--- src/rtl/uart_pkg.sv ---
`default_nettype none
// ============================================================================
//  Module  : uart_pkg
//  Purpose : Shared types and constants for the UART receive path.
//            - rx_state_t : receiver FSM states
//            - START_BIT / STOP_BIT / IDLE_LVL : serial line levels
//            - DEF_D_WIDTH : default number of data bits per frame
//  Revision: 1.0 - initial release
// ============================================================================
package uart_pkg;

    typedef enum logic [2:0] {
        BREAK = 3'd0,
        IDLE  = 3'd1,
        START = 3'd2,
        DATA  = 3'd3,
        STOP  = 3'd4
    } rx_state_t;

    localparam logic START_BIT   = 1'b0;
    localparam logic STOP_BIT    = 1'b1;
    localparam logic IDLE_LVL    = 1'b1;
    localparam int   DEF_D_WIDTH = 4;

endpackage : uart_pkg
`default_nettype wire

--- src/rtl/uart_rx_sync.sv ---
`default_nettype none
// ============================================================================
//  Module  : uart_rx_sync
//  Purpose : Two-flop synchronizer for the asynchronous serial input.
//            Both flops reset to the idle line level so that a reset never
//            looks like a start bit.
//  Ports   : clk  - clock
//            rst  - asynchronous active-low reset
//            i_rx - raw serial line
//            o_rx - serial line synchronized to clk
//  Revision: 1.0 - initial release
// ============================================================================
module uart_rx_sync
    import uart_pkg::*;
(
    input  logic clk,
    input  logic rst,
    input  logic i_rx,
    output logic o_rx
);

    logic r_meta;
    logic r_sync;

    always_ff @(posedge clk or negedge rst) begin
        if (!rst) begin
            r_meta <= IDLE_LVL;
            r_sync <= IDLE_LVL;
        end else begin
            r_meta <= i_rx;
            r_sync <= r_meta;
        end
    end

    assign o_rx = r_sync;

endmodule : uart_rx_sync
`default_nettype wire

--- src/rtl/uart_receive.sv ---
`default_nettype none
// ============================================================================
//  Module  : uart_receive
//  Purpose : UART serial receiver. Recovers frames of one start bit (0),
//            D_WIDTH data bits LSB first and one stop bit (1) from an idle-high
//            line, and presents each word in a single-entry valid/ready
//            holding register.
//  Ports   : clk      - clock
//            rst      - asynchronous active-low reset
//            rx       - serial line, idle high
//            rx_ready - consumer accepts rx_data this cycle
//            rx_data  - received word, valid while rx_valid is high
//            rx_valid - holding register full
//            rx_busy  - frame in progress (START/DATA/STOP)
//            rx_ferr  - one-cycle pulse: stop bit sampled low
//            rx_ovr   - one-cycle pulse: frame completed while register full
//  Config  : UART_RX_SYNC_EN - when defined, rx passes through a two-flop
//            synchronizer (adds two cycles of latency); otherwise rx must
//            already be synchronous to clk.
//  Revision: 1.0 - initial release
// ============================================================================
module uart_receive
    import uart_pkg::*;
#(
    parameter int D_WIDTH      = DEF_D_WIDTH,
    parameter int CLKS_PER_BIT = 1
) (
    input  logic               clk,
    input  logic               rst,
    input  logic               rx,
    input  logic               rx_ready,
    output logic [D_WIDTH-1:0] rx_data,
    output logic               rx_valid,
    output logic               rx_busy,
    output logic               rx_ferr,
    output logic               rx_ovr
);

    localparam int CNT_W = $clog2(CLKS_PER_BIT) + 1;
    localparam int HALF  = (CLKS_PER_BIT - 1) / 2;
    localparam int BIT_W = (D_WIDTH > 1) ? $clog2(D_WIDTH) : 1;

    localparam logic [CNT_W-1:0] c_tick_half = CNT_W'(HALF);
    localparam logic [CNT_W-1:0] c_tick_last = CNT_W'(CLKS_PER_BIT - 1);
    localparam logic [BIT_W-1:0] c_bit_last  = BIT_W'(D_WIDTH - 1);

    rx_state_t          r_state;
    logic [CNT_W-1:0]   r_tick;
    logic [BIT_W-1:0]   r_bit_idx;
    logic [D_WIDTH-1:0] r_shift;
    logic [D_WIDTH-1:0] r_data;
    logic               r_valid;
    logic               r_ferr;
    logic               r_ovr;

    logic               w_rx;
    logic [CNT_W-1:0]   w_tick_nxt;
    logic               w_sample;
    logic               w_complete;

`ifdef UART_RX_SYNC_EN
    uart_rx_sync u_rx_sync (
        .clk  (clk),
        .rst  (rst),
        .i_rx (rx),
        .o_rx (w_rx)
    );
`else
    assign w_rx = rx;
`endif

    // The tick counter runs freely across state boundaries inside a frame, so
    // the sample of the next bit always lands CLKS_PER_BIT cycles after the
    // previous one, regardless of which state made the previous decision.
    assign w_tick_nxt = (r_tick == c_tick_last) ? '0 : r_tick + 1'b1;
    assign w_sample   = (r_tick == c_tick_half);
    assign w_complete = (r_state == STOP) && w_sample && (w_rx == STOP_BIT);

    // ------------------------------------------------------------------------
    // Frame recovery FSM
    // ------------------------------------------------------------------------
    always_ff @(posedge clk or negedge rst) begin
        if (!rst) begin
            r_state   <= BREAK;
            r_tick    <= '0;
            r_bit_idx <= '0;
            r_shift   <= '0;
            r_ferr    <= 1'b0;
        end else begin
            r_ferr <= 1'b0;
            unique case (r_state)
                // Hold off until the line has been seen high, so a line that is
                // low out of reset or after a framing error is not a start bit.
                BREAK: begin
                    r_tick <= '0;
                    if (w_rx == IDLE_LVL) begin
                        r_state <= IDLE;
                    end
                end
                IDLE: begin
                    r_bit_idx <= '0;
                    if (w_rx == START_BIT) begin
                        // This cycle is tick 0 of the start bit.
                        r_tick <= w_tick_nxt;
                        if (HALF == 0) begin
                            r_state <= DATA;
                        end else begin
                            r_state <= START;
                        end
                    end else begin
                        r_tick <= '0;
                    end
                end
                START: begin
                    r_tick <= w_tick_nxt;
                    if (w_sample) begin
                        if (w_rx == START_BIT) begin
                            r_state <= DATA;
                        end else begin
                            r_state <= IDLE;
                            r_tick  <= '0;
                        end
                    end
                end
                DATA: begin
                    r_tick <= w_tick_nxt;
                    if (w_sample) begin
                        // LSB arrives first, so shift in from the top.
                        r_shift <= (D_WIDTH'(w_rx) << (D_WIDTH - 1)) | (r_shift >> 1);
                        if (r_bit_idx == c_bit_last) begin
                            r_bit_idx <= '0;
                            r_state   <= STOP;
                        end else begin
                            r_bit_idx <= r_bit_idx + 1'b1;
                        end
                    end
                end
                STOP: begin
                    r_tick <= w_tick_nxt;
                    if (w_sample) begin
                        r_tick <= '0;
                        if (w_rx == STOP_BIT) begin
                            r_state <= IDLE;
                        end else begin
                            r_state <= BREAK;
                            r_ferr  <= 1'b1;
                        end
                    end
                end
                default: begin
                    r_state <= BREAK;
                    r_tick  <= '0;
                end
            endcase
        end
    end

    // ------------------------------------------------------------------------
    // Holding register: a completion that coincides with a transfer reloads
    // the register without dropping valid; a completion into a full register
    // that is not being drained is dropped and flagged.
    // ------------------------------------------------------------------------
    always_ff @(posedge clk or negedge rst) begin
        if (!rst) begin
            r_data  <= '0;
            r_valid <= 1'b0;
            r_ovr   <= 1'b0;
        end else begin
            r_ovr <= 1'b0;
            if (w_complete) begin
                if (!r_valid || rx_ready) begin
                    r_data  <= r_shift;
                    r_valid <= 1'b1;
                end else begin
                    r_ovr <= 1'b1;
                end
            end else if (r_valid && rx_ready) begin
                r_valid <= 1'b0;
            end
        end
    end

    assign rx_data  = r_data;
    assign rx_valid = r_valid;
    assign rx_ferr  = r_ferr;
    assign rx_ovr   = r_ovr;
    assign rx_busy  = (r_state == START) || (r_state == DATA) || (r_state == STOP);

endmodule : uart_receive
`default_nettype wire

--- config.mk ---
export PLATFORM = sky130hd
export DESIGN_NAME = uart_receive
export DESIGN_NICKNAME = d
export VERILOG_FILES = /design/src/rtl/uart_pkg.sv /design/src/rtl/uart_rx_sync.sv /design/src/rtl/uart_receive.sv
export SDC_FILE = /design/constraint.sdc
export NUM_CORES = 1
export LEC_CHECK = 0
export CORE_MARGIN = 1.5
export CORE_UTILIZATION = 44
export DETAILED_ROUTE_END_ITERATION = 10
export GPL_TIMING_DRIVEN = 0
export PLACE_DENSITY_LB_ADDON = 0.08
export SLEW_MARGIN = 20
export SYNTH_ARGS = -nofsm -noshare
export SYNTH_HDL_FRONTEND = slang
export SYNTH_SLANG_ARGS = --single-unit
--- constraint.sdc ---
create_clock -name clk -period 1.2 [get_ports clk]
set_input_delay 0.24 -clock clk [delete_from_list [all_inputs] [get_ports clk]]
set_output_delay 0.24 -clock clk [all_outputs]
set_load 0.005 [all_outputs]
## Word level (Yosys, flattened, before mapping)

Cells that the tools add are included.

- Flip-flop bits (word level): 17
- Input port bits: 4
- Output and inout bits: 8
- Word-level logic and storage cells: 64

- Add/sub/neg operators: 2
- Equality and inequality tests: 12
- Mux-type cells: 25
- Bitwise gates (word level): 2
- Reductions and logical operators: 15

Operator list:

| kind | number |
|---|---|
| $mux 3 | 6 |
| $pmux 3 s5 | 1 |
| $mux 1 | 13 |
| $ne 2x2->1 const B | 6 |
| $reduce_and 2->1 | 4 |
| $eq 3x2->1 const B | 2 |
| $mux 2 | 3 |
| $reduce_and 6->1 | 1 |
| $or 4x3->4 | 1 |
| $pmux 1 s4 | 1 |
| $pmux 2 s2 | 1 |
| $reduce_bool 2->1 | 2 |
| $eq 3x1->1 const B | 1 |
| $eq 3x3->1 const B | 1 |
| $logic_and 1x1->1 | 3 |
| $logic_not 3->1 | 1 |
| $logic_or 1x1->1 | 3 |
| $add 2x1->2 const B | 1 |
| $eq 2x2->1 const B | 1 |
| $ne 2x1->1 const B | 1 |
| $add 1x1->1 const B | 1 |
| $logic_not 1->1 | 1 |
| $not 1->1 | 1 |

## Depth between registers and ports, before layout

Gate-level depths: netlist (run 1).

- Word-level depth: 5
- Depth in mapped cells: 4

## Worst setup path before layout (run 1)

No wires, ideal clock.

- Path kind: reg2reg
- Start: reg r_state[2]
- End: reg r_shift[0]
- Setup time: 125 ps
- Arrival time: 1,020 ps
- Required time: 1,075 ps
- Setup slack: 55 ps
- Cell stages (with the launch flop): 4
- Clock period less this slack: 1,145 ps
- Cells stage by stage: dfrtp_1 > buf_2 > nand3b_1 > mux2_2

- Cells in the longest elaborated chain, start to end: 2

Ends and longest elaborated chain:

| what | line | RTL |
|---|---|---|
| start: declaration | uart_receive.sv:47 | `rx_state_t r_state;` |
| start signal: assignment | uart_receive.sv:84 | `r_state <= BREAK;` |
| start signal: assignment | uart_receive.sv:97 | `r_state <= IDLE;` |
| start signal: assignment | uart_receive.sv:106 | `r_state <= DATA;` |
| $eq 3x2->1 | uart_receive.sv:91 | `unique case (r_state)` |
| $reduce_and 2->1 (no source line) | -- |  |
| end signal: assignment | uart_receive.sv:129 | `r_shift <= (D_WIDTH'(w_rx) << (D_WIDTH - 1)) \| (r_shift >> 1);` |
| end: declaration | uart_receive.sv:50 | `logic [D_WIDTH-1:0] r_shift;` |

No other way between the ends.
A chain may end at the register's enable or synchronous reset.

## Worst setup path after layout (run 1)

- Start: reg r_state[0]
- End: out rx_busy

- Cells in the longest elaborated chain, start to end: 3
- Elaborated cells on any way between the ends: 5
- Classes of those cells: eq/ne: 3; reduce/logical: 2

Ends and longest elaborated chain:

| what | line | RTL |
|---|---|---|
| $eq 3x2->1 | uart_receive.sv:187 | `assign rx_busy = (r_state == START) \|\| (r_state == DATA) \|\| (r_state == STOP);` |
| $logic_or 1x1->1 | uart_receive.sv:187 |  |
| $logic_or 1x1->1 * | uart_receive.sv:187 |  |
| end: declaration | uart_receive.sv:34 | `output logic rx_busy,` |

Every way passes the cells marked *; elsewhere a longest branch is shown, timed or not.

==> results.py, run 1 <==
metrics = {
    "logic_synthesis": {
        "syn_area_per_cell_um2": 12.7,
        "synthTopCellsByCount": "dfrtp_1 (16), mux2_2 (8), nand2_1 (4), nor2_1 (4)",
        "yosys_warnings": 0,
        "syn-cell-area_um2": 673,
        "syn-num-nets": 58,
        "synth_edf_count": 0,
        "ys_ff_latch": 16,
        "synth_area_leaders": "dfrtp_1 (59%), mux2_2 (13%), a21o_1 (2.2%), nand2_1 (2.2%), nor2_1 (2.2%)",
        "ys.flop_type": "dfrtp_1",
        "synth_top_area_frac": 0.595,
        "netlist_instances": 53,
        "yosysMostFrequentCell": "dfrtp_1",
        "yosysUniqueCellTypes": 21,
        "seq_area_frac_synth": 0.595,
        "async_flop_share": 1.00,
        "synth_top_cell_by_area": "dfrtp_1",
    },
    "global_routing": {
        "grtUsageMet3": 0.0259,
        "antenna_found_initial": 0,
        "use_met2": 0.219,
        "grt_max_degree": 17,
        "overflow": 0,
        "grt_first_pass_wirelength_um": 2000,
        "gr-usage-met1": 0.222,
        "grt_usage": 0.152,
        "grt_busiest_layer": "met1",
        "grt_pass1_vias": 452,
    },
    "clock_tree": {
        "htreeDepth": 1,
        "clk_pin_slew_ns": 0.09,
        "numCtsBuffers": 3,
        "clock_sinks": 16,
        "clockRootBuffer": "clkbuf_4",
        "cts.path.max_buffers": 2,
        "clk_latency_ns": 0.29,
        "cts_tree": "done",
    },
    "routing": {
        "vias_per_cell": 5.13,
        "firstDrtPassIters": 4,
        "drt_wl_total_um": 1270,
        "vias": 477,
        "antenna_left": 0,
        "drt-initial-drc-count": 14,
        "drc": 0,
        "wire_per_inst_um": 13.7,
    },
    "cells_and_area": {
        "layout-drive-gt1-share": 0.423,
        "fin_util": 0.712,
        "fillCellCount": 105,
        "diodes": 0,
        "area_growth_pct": 44.4,
        "final_cell_area_um2": 972,
        "fin_nets": 84,
    },
    "critical_path": {
        "worstPathArrival_ns": 1.10,
        "crit_required_ns": 0.96,
        "crit_fanout": 4,
        "endpoint_kind": "output pin",
        "r2r_slack_ns": -0.07,
        "setup.worst_path.start_class": "flop",
        "crit_type": "reg -> out",
    },
    "die": {
        "rows": 13,
        "io_pins": 12,
        "die_h_um": 42.1,
        "die-area_um2": 1770,
        "die_width_um": 42.1,
        "start_util": 0.493,
        "core_um2": 1370,
    },
    "status": {
        "violations": "negative setup slack",
        "status": "complete, but fails checks",
    },
    "power": {
        "total_power_mw": 2.16,
        "power-per-cell-area_nw_per_um2": 2220,
        "cellLeakagePower_nw": 0.484,
        "worst_ir_drop_vdd_mv": 1.14,
    },
    "sta": {
        "period_minus_slack_ns": 1.34,
        "worst_hold_slack_ns": 0.380,
        "slew_headroom": 0.511,
        "finalHoldViolations": 0,
        "setup_viol": 9,
        "fin_skew_ns": 0.00262,
        "post-route-period-util": 1.11,
        "final.setup.worst_slack_ns": -0.138,
        "tightest_slew_ns": 0.731,
        "grt_setup_unrepaired": "yes",
        "fmax_mhz": 748,
        "final_max_slew_viol_count": 0,
    },
    "place": {
        "dpl_cell_area_um2": 802,
        "io_buffer_count": 11,
        "place.gp.congestion": 0.705,
        "place_hpwl_um": 748,
    },
    "worst_hold_path": {
        "min_path_type": "in -> async",
    },
    "flow_run": {
        "drv_cap": 0,
    },
}
## layout make-up
class	instances	area, µm²	area share
Sequential cell	16	403	0.414
Multi-Input combinational cell	33	295	0.304
Timing Repair Buffer	22	200	0.206
Clock buffer	4	36.3	0.0373
Tap cell	15	18.8	0.0193
Buffer	1	11.3	0.0116
Inverter	2	7.51	0.00772
## sequential cells by signal (all words and copies together), names as in the netlist
name / flops
rx_valid: 1
rx_ovr: 1
r_shift: 4
rx_data: 4
r_bit_idx: 2
rx_ferr: 1
r_state: 3
## stage by stage
step,std cells,setup TNS [ns],setup slack [ns]
2_1_floorplan,53,0,0.0549
3_3_place_gp,79,-1.83,-0.322
3_5_place_dp,79,-2.15,-0.356
4_1_cts,88,-1.16,-0.203
5_1_grt,93,-1.16,-0.201
6_report,93,-0.708,-0.138
## placed cells by master (no fill, tap or decap)
cell,netlist,layout
nor2_1,4,4
clkdlybuf4s15_1,0,5
nand4_4,0,1
o21ai_0,2,1
nand2_2,0,1
nor2_4,1,1
clkbuf_4,0,3
nand3b_1,1,1
nand2b_1,2,2
a221oi_2,0,1
buf_4,0,7
clkdlybuf4s50_1,0,3
mux2_2,8,4
inv_1,2,2
nor4_1,1,1
mux2_4,0,4
clkbuf_8,0,1
buf_6,1,5
mux2i_1,1,1
buf_2,1,1
nand2_1,4,3
ha_2,0,1
dfrtp_2,0,2
dfrtp_1,16,14
nand3_1,1,1
a21oi_1,1,1
a21o_1,2,2
dlygate4sd2_1,0,2
nor3b_1,1,1
o21ai_1,0,1
nor3_4,0,1
## kinds of logic (layout without fill, tap and decap cells)
kind of cell,Yosys count,after routing,share of synthesized area
DFF,16,16,0.595
adders and majority gates,1,1,0.0186
muxes,9,9,0.149
and+or+nand+nor,17,17,0.145
AOI/OAI and AO/OA,6,6,0.0576
buffers and inverters,4,29,0.0353
## final timing paths
check	cells past startpoint	start	endpoint
min reg2reg	1	rx_data[3]$_DFFE_PN0P_	rx_data[3]$_DFFE_PN0P_
max in group asynchronous	1	rst	r_state[0]$_DFFE_PN0P_
max reg2reg	4	r_state[2]$_DFFE_PN0P_	r_shift[3]$_DFFE_PN0P_
min	1	rst	rx_ovr$_DFF_PN0_
min in group clk	1	rx_data[3]$_DFFE_PN0P_	rx_data[3]$_DFFE_PN0P_
max	4	r_state[0]$_DFFE_PN0P_	rx_busy
## critical path, stage by stage (launching register included)
cell	delay [ns]
dfrtp_2	0.45
nor2_4	0.12
nand2_2	0.05
o21ai_1	0.06
buf_2	0.12
## timing repair
| item | CTS | global route |
|---|---|---|
| setup buffers | 5 | 6 |
| hold buffers | 0 | 0 |
| pin swaps | 1 | 2 |
| gates resized for setup | 17 | 19 |
| endpoints found under the setup margin | 16 | 15 |
## power breakdown
group	total, mW	switching [mW]	internal [mW]
combinational	0.969	0.359	0.611
clock	0.355	0.170	0.185
sequential	0.837	0.126	0.711
## metal layers
metal | part of all wire | vias to the layer above
li1 | - | 236
met1 | 0.50 | 228
met2 | 0.45 | 11
met3 | 0.034 | 2
met4 | 0.016 | 0
met5 | 0 | -
No activity file was read; power rests on OpenSTA's default activity.
==> run 2: changes to the inputs <==
- CAP_MARGIN: not set -> 20
- SETUP_SLACK_MARGIN: not set -> 0.15
==> run 2 against run 1 <==
Against the previous run: the run still ends with negative setup slack left; count of clock-buffer cells in the layout did not move; power up 5.8%; setup slack got worse by 0.026 ns; clock power hardly changed; fmax is 1.9% lower; register-to-register slack lost 0.09 ns; hold slack got worse by 0.017 ns; wire length grew 14%; flip-flop and latch count did not move; first-iteration DRC count shrank 50%; clock skew up 0.00086 ns; die area did not move; critical endpoint is now r_shift[3]$_DFFE_PN0P_; largest cell class unchanged.
==> results.py, run 2 (synthesis results as in run 1) <==
metrics = {
    "status": {
        "violations": "negative setup slack",
        "status": "complete, but fails checks",
    },
    "place": {
        "place_hpwl_um": 770,
        "place_ws_ns": -0.339,
        "place.gp.congestion": 0.705,
        "dpl_cell_area_um2": 805,
        "io_buffer_count": 11,
    },
    "routing": {
        "wire_per_inst_um": 14.8,
        "drt_wl_total_um": 1460,
        "vias": 517,
        "firstDrtPassIters": 4,
        "drc": 0,
        "vias_per_cell": 5.28,
        "drt-initial-drc-count": 7,
        "antenna_left": 0,
    },
    "die": {
        "die_h_um": 42.1,
        "rows": 13,
        "die_width_um": 42.1,
        "die-area_um2": 1770,
        "io_pins": 12,
        "start_util": 0.493,
        "core_um2": 1370,
    },
    "cells_and_area": {
        "layout-drive-gt1-share": 0.566,
        "final_common_cell": "dfrtp_1",
        "fillCellCount": 93,
        "area_growth_pct": 48.1,
        "final_cell_area_um2": 997,
        "most-common-layout-cells": "dfrtp_1 (15), buf_4 (11), buf_2 (8), buf_6 (6)",
        "fin_util": 0.730,
        "seqCellArea_um2": 402,
        "multi_input_area_um2": 313,
        "fin_nets": 89,
        "diodes": 0,
    },
    "clock_tree": {
        "clk_pin_slew_ns": 0.09,
        "numCtsBuffers": 3,
        "clk_latency_ns": 0.29,
        "htreeDepth": 1,
        "cts.path.max_buffers": 2,
        "clock_sinks": 16,
        "clockRootBuffer": "clkbuf_4",
        "cts_tree": "done",
    },
    "power": {
        "cellLeakagePower_nw": 0.510,
        "netSwitchingPower_uw": 711,
        "power-per-cell-area_nw_per_um2": 2290,
        "power_switching_share": 0.311,
        "clockPowerShare": 0.154,
        "worst_ir_drop_vdd_mv": 1.53,
        "power_frac_comb": 0.483,
        "seqPwrFrac": 0.363,
        "intPower_mw": 1.58,
    },
    "sta": {
        "finalHoldViolations": 0,
        "slew_headroom": 0.533,
        "fin_skew_ns": 0.00348,
        "period_minus_slack_ns": 1.36,
        "tightest_slew_ns": 0.698,
        "post-route-period-util": 1.14,
        "final_max_slew_viol_count": 0,
        "fmax_mhz": 734,
        "grt_setup_unrepaired": "yes",
        "setup_viol": 10,
        "final.setup.worst_slack_ns": -0.163,
    },
    "global_routing": {
        "overflow": 0,
        "grt_usage": 0.177,
        "antenna_found_initial": 0,
        "grt_first_pass_wirelength_um": 2310,
        "grt_pass1_vias": 510,
        "grt_max_degree": 17,
    },
    "critical_path": {
        "crit_start": "r_state[1]$_DFFE_PN0P_",
        "slowest_delay_ns": 0.38,
        "path_cells": "buf_6 -> buf_4 -> buf_6 -> nand3b_1 -> buf_6 -> mux2_4",
        "endpoint_kind": "flop",
        "r2r_cells": 6,
        "crit_type": "reg -> reg",
        "crit_slowest_cell": "dfrtp_1",
        "setup.worst_path.start_class": "flop",
        "r2r_slack_ns": -0.16,
        "timing.rr.end": "r_shift[3]$_DFFE_PN0P_",
        "cpMostUsedCell": "buf_6",
        "worstPathArrival_ns": 1.54,
        "crit_required_ns": 1.38,
        "crit_fanout": 5,
        "rr_startpoint": "r_state[1]$_DFFE_PN0P_",
        "crit_path_end": "r_shift[3]$_DFFE_PN0P_",
    },
    "flow_run": {
        "drv_cap": 0,
    },
    "worst_hold_path": {
        "min_path_type": "in -> async",
    },
}
==> run 2: changes by cell type in the layout (fill, tap and decap cells not counted), moves of 2 or more <==
cell             delta
clkdlybuf4s15_1     -5
buf_2               +7
buf_4               +4
dlygate4sd2_1       -2
==> run 2: how the worst min path moves through the flow <==
stage | from | endpoint | slack (ns) | cells after the start
6_report | rst | rx_ovr$_DFF_PN0_ | 0.36 | 1
5_1_grt | rst | rx_data[0]$_DFFE_PN0P_ | 0.43 | 1
4_1_cts | rst | rx_ovr$_DFF_PN0_ | 0.39 | 1
3_5_place_dp | r_shift[0]$_DFFE_PN0P_ | rx_data[0]$_DFFE_PN0P_ | 0.49 | 1
3_3_place_gp | r_bit_idx[1]$_DFFE_PN0P_ | r_bit_idx[1]$_DFFE_PN0P_ | 0.48 | 2
2_1_floorplan | rst | r_bit_idx[0]$_DFFE_PN0P_ | -0.06 | 0
==> run 2: area by class of cell <==
class	count	share of cell area
Inverter	2	0.00753
Tap cell	15	0.0188
Timing Repair Buffer	26	0.198
Sequential cell	16	0.403
Clock buffer	4	0.0364
Buffer	2	0.0226
Multi-Input combinational cell	33	0.314
==> run 2: per-layer routing <==
| layer | up-vias | share of wire | global-route usage |
|---|---|---|---|
| met1 | 256 | 0.40 | 0.209 |
| met3 | 2 | 0.073 | 0.0690 |
| met2 | 14 | 0.53 | 0.306 |
| met5 | - | 0 | 0 |
| met4 | 0 | 0.0027 | 0.0375 |
| li1 | 245 | - | - |
==> run 2: worst max-delay path: cells and delay by family (launching register included) <==
kind	cells	cell delay (ns)
multiplexers	1	0.30
AND/OR/NAND/NOR	1	0.08
flip-flops	1	0.38
buffers and inverters	4	0.49
==> run 2: through the flow <==
stage	setup TNS, ns	total power, mW	instances	hold WS (ns)
CTS	-1.18	2.12	92	0.394
detailed placement	-1.94	1.46	79	0.491
global placement	-1.82	1.44	79	0.477
finish	-1.17	2.29	98	0.363
floorplan	0	1.25	53	-0.0556
global route	-1.90	2.44	98	0.426
==> run 2: what timing repair did <==
action / 4_1_cts / 5_1_grt
endpoints found under the setup margin: 18 / 21
hold buffers: 0 / 0
gates resized for setup: 47 / 5
buffers inserted: 9 / 6
pin swaps: 6 / 4
==> run 2: power groups by stage <==
| stage | Combinational [mW] | Clock (mW) | Sequential [mW] |
|---|---|---|---|
| 3_5_place_dp | 0.642 | 0 | 0.823 |
| 2_1_floorplan | 0.450 | 0 | 0.801 |
| 6_report | 1.10 | 0.353 | 0.829 |
| 4_1_cts | 0.928 | 0.360 | 0.827 |
| 3_3_place_gp | 0.623 | 0 | 0.816 |
| 5_1_grt | 1.20 | 0.390 | 0.851 |
==> RTL change 1: new RTL, config.mk and constraints of run 1 <==
Add a define of `UART_RX_SYNC_EN`.
--- a/src/rtl/uart_receive.sv
+++ b/src/rtl/uart_receive.sv
@@ -20,4 +20,6 @@
 //  Revision: 1.0 - initial release
 // ============================================================================
+`define UART_RX_SYNC_EN
+
 module uart_receive
     import uart_pkg::*;
Behaviour: not the same (Yosys sat finds a counterexample within 4 cycles, from zero or initial values and one cycle with rst low).
==> RTL change 1 against run 1 <==
The run still ends with setup timing left; total power down 1.5%; design area up 0.26%; register-to-register slack worse by 0.10 ns; sequential cell count up 2; worst setup slack worse by 0.050 ns; synthesized area up 7.8%; critical path type unchanged; die area up 7.2%; routed wire length down 5.9%; critical path depth unchanged.
==> RTL change 1: results (changes against run 1) <==
The met3 layer wire length in the routed design is 47 um (+9.3%). The detailed-route vias per instance came to 5.30 (+3.4%). The met2 global-route usage is 20.0% (-1.9 points). The arrival time at the worst endpoint came out at 1.15 ns (+0.05 ns). The half-perimeter wire length after detailed placement is 744 um (-0.59%).

The multi-input logic portion of the cell area came out at 28.2% (-2.1 points). The count of cell types in the netlist was 22 (+4.8%). The setup TNS after final layout is -1.24 ns (-0.530 ns). The checks that failed: setup timing. The reg2reg setup slack was -0.17 ns (-0.10 ns).

The met2 layer wire length in the routed design came out at 559 um (-2.6%). The sequential fraction of total cell area was 46.6% (+5.2 points). The number of cells on the worst reg-to-reg path came out at 6 (+2). The fraction of the yosys area taken by sequential cells came out at 62.4% (+2.9 points).

The buffering overhead is 18.6% (-3.1 points). The global router's overall resource usage came out at 14.1% (-1.1 points). The maximum fanout count along the critical path came out at 6 (+2). The flow ran to the end, but the final reports show violations.

The first-pass GRT wire length came out at 1900 um (-4.8%). The post-synthesis average cell area came out at 13.2 um2 (+3.9%). The post-route core utilization came out at 64.0% (-7.2 points). The final weighted congestion of routability-driven global placement came out at 0.659 (-6.6%).

The number of non-clock buffers came to 20 (-13%). The total detailed-routing wirelength came out at 1200 um (-5.9%). In this run the critical register-to-register path is launched from r_state[1]$_DFFE_PN0P_.

In this run the worst hold path is classified as input port to register. The number of fill cells in the layout came out at 122 (+16%). The leakage dissipation came out at 0.000484 uW (about the same). The final clock skew was 0.00444 ns (+0.00183 ns). The total of endpoints with negative setup slack in the final report came to 10 (+1). The number of DRC violations after detailed-routing iteration 0 is 3 (-11). The met1 wire length is 572 um (-10%). By area the synthesized netlist is led by sky130_fd_sc_hd__dfrtp_1, sky130_fd_sc_hd__mux2_2, sky130_fd_sc_hd__dfstp_2. The smallest setup slack after layout is -0.187 ns (-0.0498 ns).
RTL change 1: report_power, final:
part / leakage (uW) / switching, uW / internal (uW)
sequential: 0.000224 / 117 / 779
clock: 0.0000210 / 185 / 185
combinational: 0.000239 / 325 / 538
RTL change 1: cells by family (layout without fill, tap and decap cells):
group	after synthesis	in the layout	share of synthesized area, %
AOI/OAI and AO/OA	6	6	5.34
adders and majority gates	1	1	1.72
DFF	18	18	62.4
and+or+nand+nor	17	17	13.4
muxes	9	9	13.8
buffers and inverters	4	26	3.28
RTL change 1: worst max path at each step:
stage                                        end  cells past startpoint  slack [ns]
after floorplan           r_shift[0]$_DFFE_PN0P_                      3        0.05
after global placement                   rx_busy                      4       -0.32
after detailed placement                 rx_busy                      4       -0.33
after CTS                                rx_busy                      5       -0.21
after global routing                     rx_busy                      4       -0.25
final                                    rx_busy                      4       -0.19
RTL change 1: timing repair:
item	in CTS	in global routing
pin swaps	1	2
buffers inserted	4	3
endpoints found under the setup margin	16	15
resized for setup	18	10
==> RTL change 2: new RTL, flow settings as in run 1 <==
Without the edit above. Re-encode `rx_state_t` (5 states) as Gray code, 3 bits wide.
--- a/src/rtl/uart_pkg.sv
+++ b/src/rtl/uart_pkg.sv
@@ -11,9 +11,9 @@
 
     typedef enum logic [2:0] {
-        BREAK = 3'd0,
-        IDLE  = 3'd1,
-        START = 3'd2,
-        DATA  = 3'd3,
-        STOP  = 3'd4
+        BREAK = 3'b000,
+        IDLE  = 3'b001,
+        START = 3'b011,
+        DATA  = 3'b010,
+        STOP  = 3'b110
     } rx_state_t;
 
Formal check against the unedited RTL: no difference found for any inputs over 10 cycles, from zero or initial values and one cycle with rst low; not proved beyond that.
==> RTL change 2 against run 1 <==
The run still ends with setup timing left; worst setup slack got worse by 0.054 ns; sequential cell count did not move; synthesized area shrank 0.93%; synthesized cell count is 13% lower; die area is 0.88% lower; design area up 1.4%; fmax fell by 3.9%; routed wire length increased by 11%; total power shrank 15%; critical path depth unchanged.
==> RTL change 2: results (changes against run 1) <==
The number of fill cells in the layout was 88 (-16%). The total DRC errors in the routed layout is 0 (unchanged). The synthesized netlist net count is 51 (-12%). The number of clock buffers inserted by TritonCTS came out at 3 (unchanged).

The initial antenna violation count was 0 (unchanged). The final weighted congestion of routability-driven global placement is 0.685 (-2.9%). The fraction of the yosys area taken by sequential cells is 60.0% (+0.56 points).

The headroom to the max-slew limit is 53.4% (+2.3 points). The first-pass GRT wire length is 2140 um (+6.9%). The placement-stage cell area is 805 um2 (+0.31%). In this run the clock root is driven by a sky130_fd_sc_hd__clkbuf_4. The arrival time at the worst endpoint is 1.57 ns (+0.47 ns).

The smallest setup slack after layout came out at -0.192 ns (-0.0541 ns). The number of DRC violations after detailed-routing iteration 0 is 5 (-9). The global router's overall resource usage is 16.9% (+1.7 points). The worst supply voltage drop on vdd came out at 1.01 mV (-11%). The count of mapped cells out of synthesis came out at 46 (-13%). In this run the worst hold path is classified as input port to asynchronous set/reset pin. The met1 wire length is 605 um (-4.9%). The antenna diode count is 0 (unchanged). The total of endpoints with negative setup slack in the final report came out at 9 (unchanged). The number of synthesis warnings was 0 (unchanged).

The leakage dissipation is 0.000500 uW (+3.2%). The register clock-pin slew on the reported worst setup and hold paths is 0.10 ns. The clock latency on the worst-skew pair came to 0.29 ns (about the same). The setup TNS after final layout is -1.20 ns (-0.489 ns).

For this design, the slowest cell found on the critical path is sky130_fd_sc_hd__dfrtp_2. The final net count is 81 (-3.6%). The half-perimeter wire length after detailed placement came to 827 um (+10%). The number of placed instances with taps included is 72 (-8.9%). The pin count of the biggest net entering global routing came out at 17 (unchanged). The fraction of registers with async set or reset after synthesis is 100% (unchanged).

The topmost layer with routed signal wires is met4. Yosys attributes the largest share of cell area to sky130_fd_sc_hd__dfrtp_1, sky130_fd_sc_hd__mux2_2, sky130_fd_sc_hd__a22o_1. The count of buffers from port buffering is 11 (unchanged).

The final instance count without filler cells is 90 (-3.2%). The share of post-route cells with drive strength above 1 came out at 49.3% (+7.0 points). The biggest cell delay along the critical path came out at 0.42 ns (-0.03 ns).

The count of cell types in the netlist is 16 (-24%). The met3 layer wire length in the routed design is 52 um (+21%). The number of H-tree levels is 1 (unchanged). The dominant delay contributor by cell family on the critical path is flip-flops. The number of global-route vias before repair was 455 (+0.66%). The final clock skew came to 0.00691 ns (+0.00430 ns). The flow ran to the end, but the final reports show violations. The length of the first detailed-routing pass in iterations is 2 (-2). The final reports fail on setup timing.

The final routed wire length divided by cell count is 15.7 um (+15%). The maximum root-to-sink buffer count is 2 (unchanged). The met2 layer wire length in the routed design came to 693 um (+21%). The via count came out at 475 (-0.42%). The maximum fanout count along the critical path is 4 (unchanged). Sorting the synthesized cells by how often they occur yields sky130_fd_sc_hd__dfrtp_1, sky130_fd_sc_hd__mux2_2, sky130_fd_sc_hd__a22o_1.
==> RTL change 2: cell types whose count changed in the layout (fill, tap and decap cells not counted), sizes merged, moves of 2 or more <==
cell	run 1	this run
a21o	2	0
a22o	0	4
o21ai	2	0
inv	2	0
nand2	4	2
==> RTL change 2: worst reg2reg max path: cells and delay by family (launching register included) <==
| family | cells | cell delay, ns |
|---|---|---|
| simple gates | 2 | 0.41 |
| buf+inv | 1 | 0.12 |
| mux | 1 | 0.33 |
| flops | 1 | 0.42 |
==> RTL change 2: kinds of logic (layout without fill, tap and decap cells) <==
| logic type | Yosys count | in the layout | synth area share (%) |
|---|---|---|---|
| fa+ha+maj | 1 | 1 | 1.88 |
| mux | 8 | 8 | 13.5 |
| buf+inv | 0 | 29 | 0 |
| simple gates | 14 | 14 | 16.3 |
| compound gates | 7 | 7 | 8.25 |
| flops | 16 | 16 | 60.0 |
==> RTL change 2: stage by stage <==
stage               worst slack [ns]  util [%]
detailed placement            -0.425      59.6
global placement              -0.412      59.6
finish                        -0.192      73.0
CTS                           -0.152      67.9
global route                  -0.217      73.0
floorplan                    -0.0344         -
==> RTL change 2: path summary, 6_finish.rpt <==
check	depth (start not counted)	end	slack, ns	start
max	4	rx_data[0]$_DFFE_PN0P_	-0.19	r_state[0]$_DFFE_PN0P_
min	1	r_bit_idx[0]$_DFFE_PN0P_	0.36	rst
max reg2reg	4	rx_data[0]$_DFFE_PN0P_	-0.19	r_state[0]$_DFFE_PN0P_
min reg2reg	1	rx_data[2]$_DFFE_PN0P_	0.52	rx_data[2]$_DFFE_PN0P_
max in group asynchronous	1	r_state[1]$_DFFE_PN0P_	0.36	rst
min in group clk	1	rx_data[2]$_DFFE_PN0P_	0.52	rx_data[2]$_DFFE_PN0P_
==> RTL change 2: report_power, final <==
| group | switching [uW] | internal (uW) |
|---|---|---|
| clock | 176 | 185 |
| combinational | 254 | 446 |
| sequential | 98.3 | 685 |
| total | 529 | 1320 |
==> RTL change 2: repair_timing <==
item	CTS	global route
pin swaps	2	2
setup endpoints to repair	17	18
setup buffers	8	7
resized for setup	17	14
==> RTL change 2: cell type report <==
| type | instances | share of cell area (%) |
|---|---|---|
| sequential | 16 | 41.0 |
| timing repair buffer | 25 | 21.8 |
| clock buffer | 4 | 3.68 |
| multi-input combinational | 30 | 31.6 |
| tap | 15 | 1.90 |
==> RTL change 2: per-layer routing <==
layer | GRT usage, % | up-vias
met1 | 18.5 | 234
met3 | 4.78 | 7
met4 | 11.6 | 0
li1 | - | 222
met5 | 0 | -
met2 | 28.1 | 12
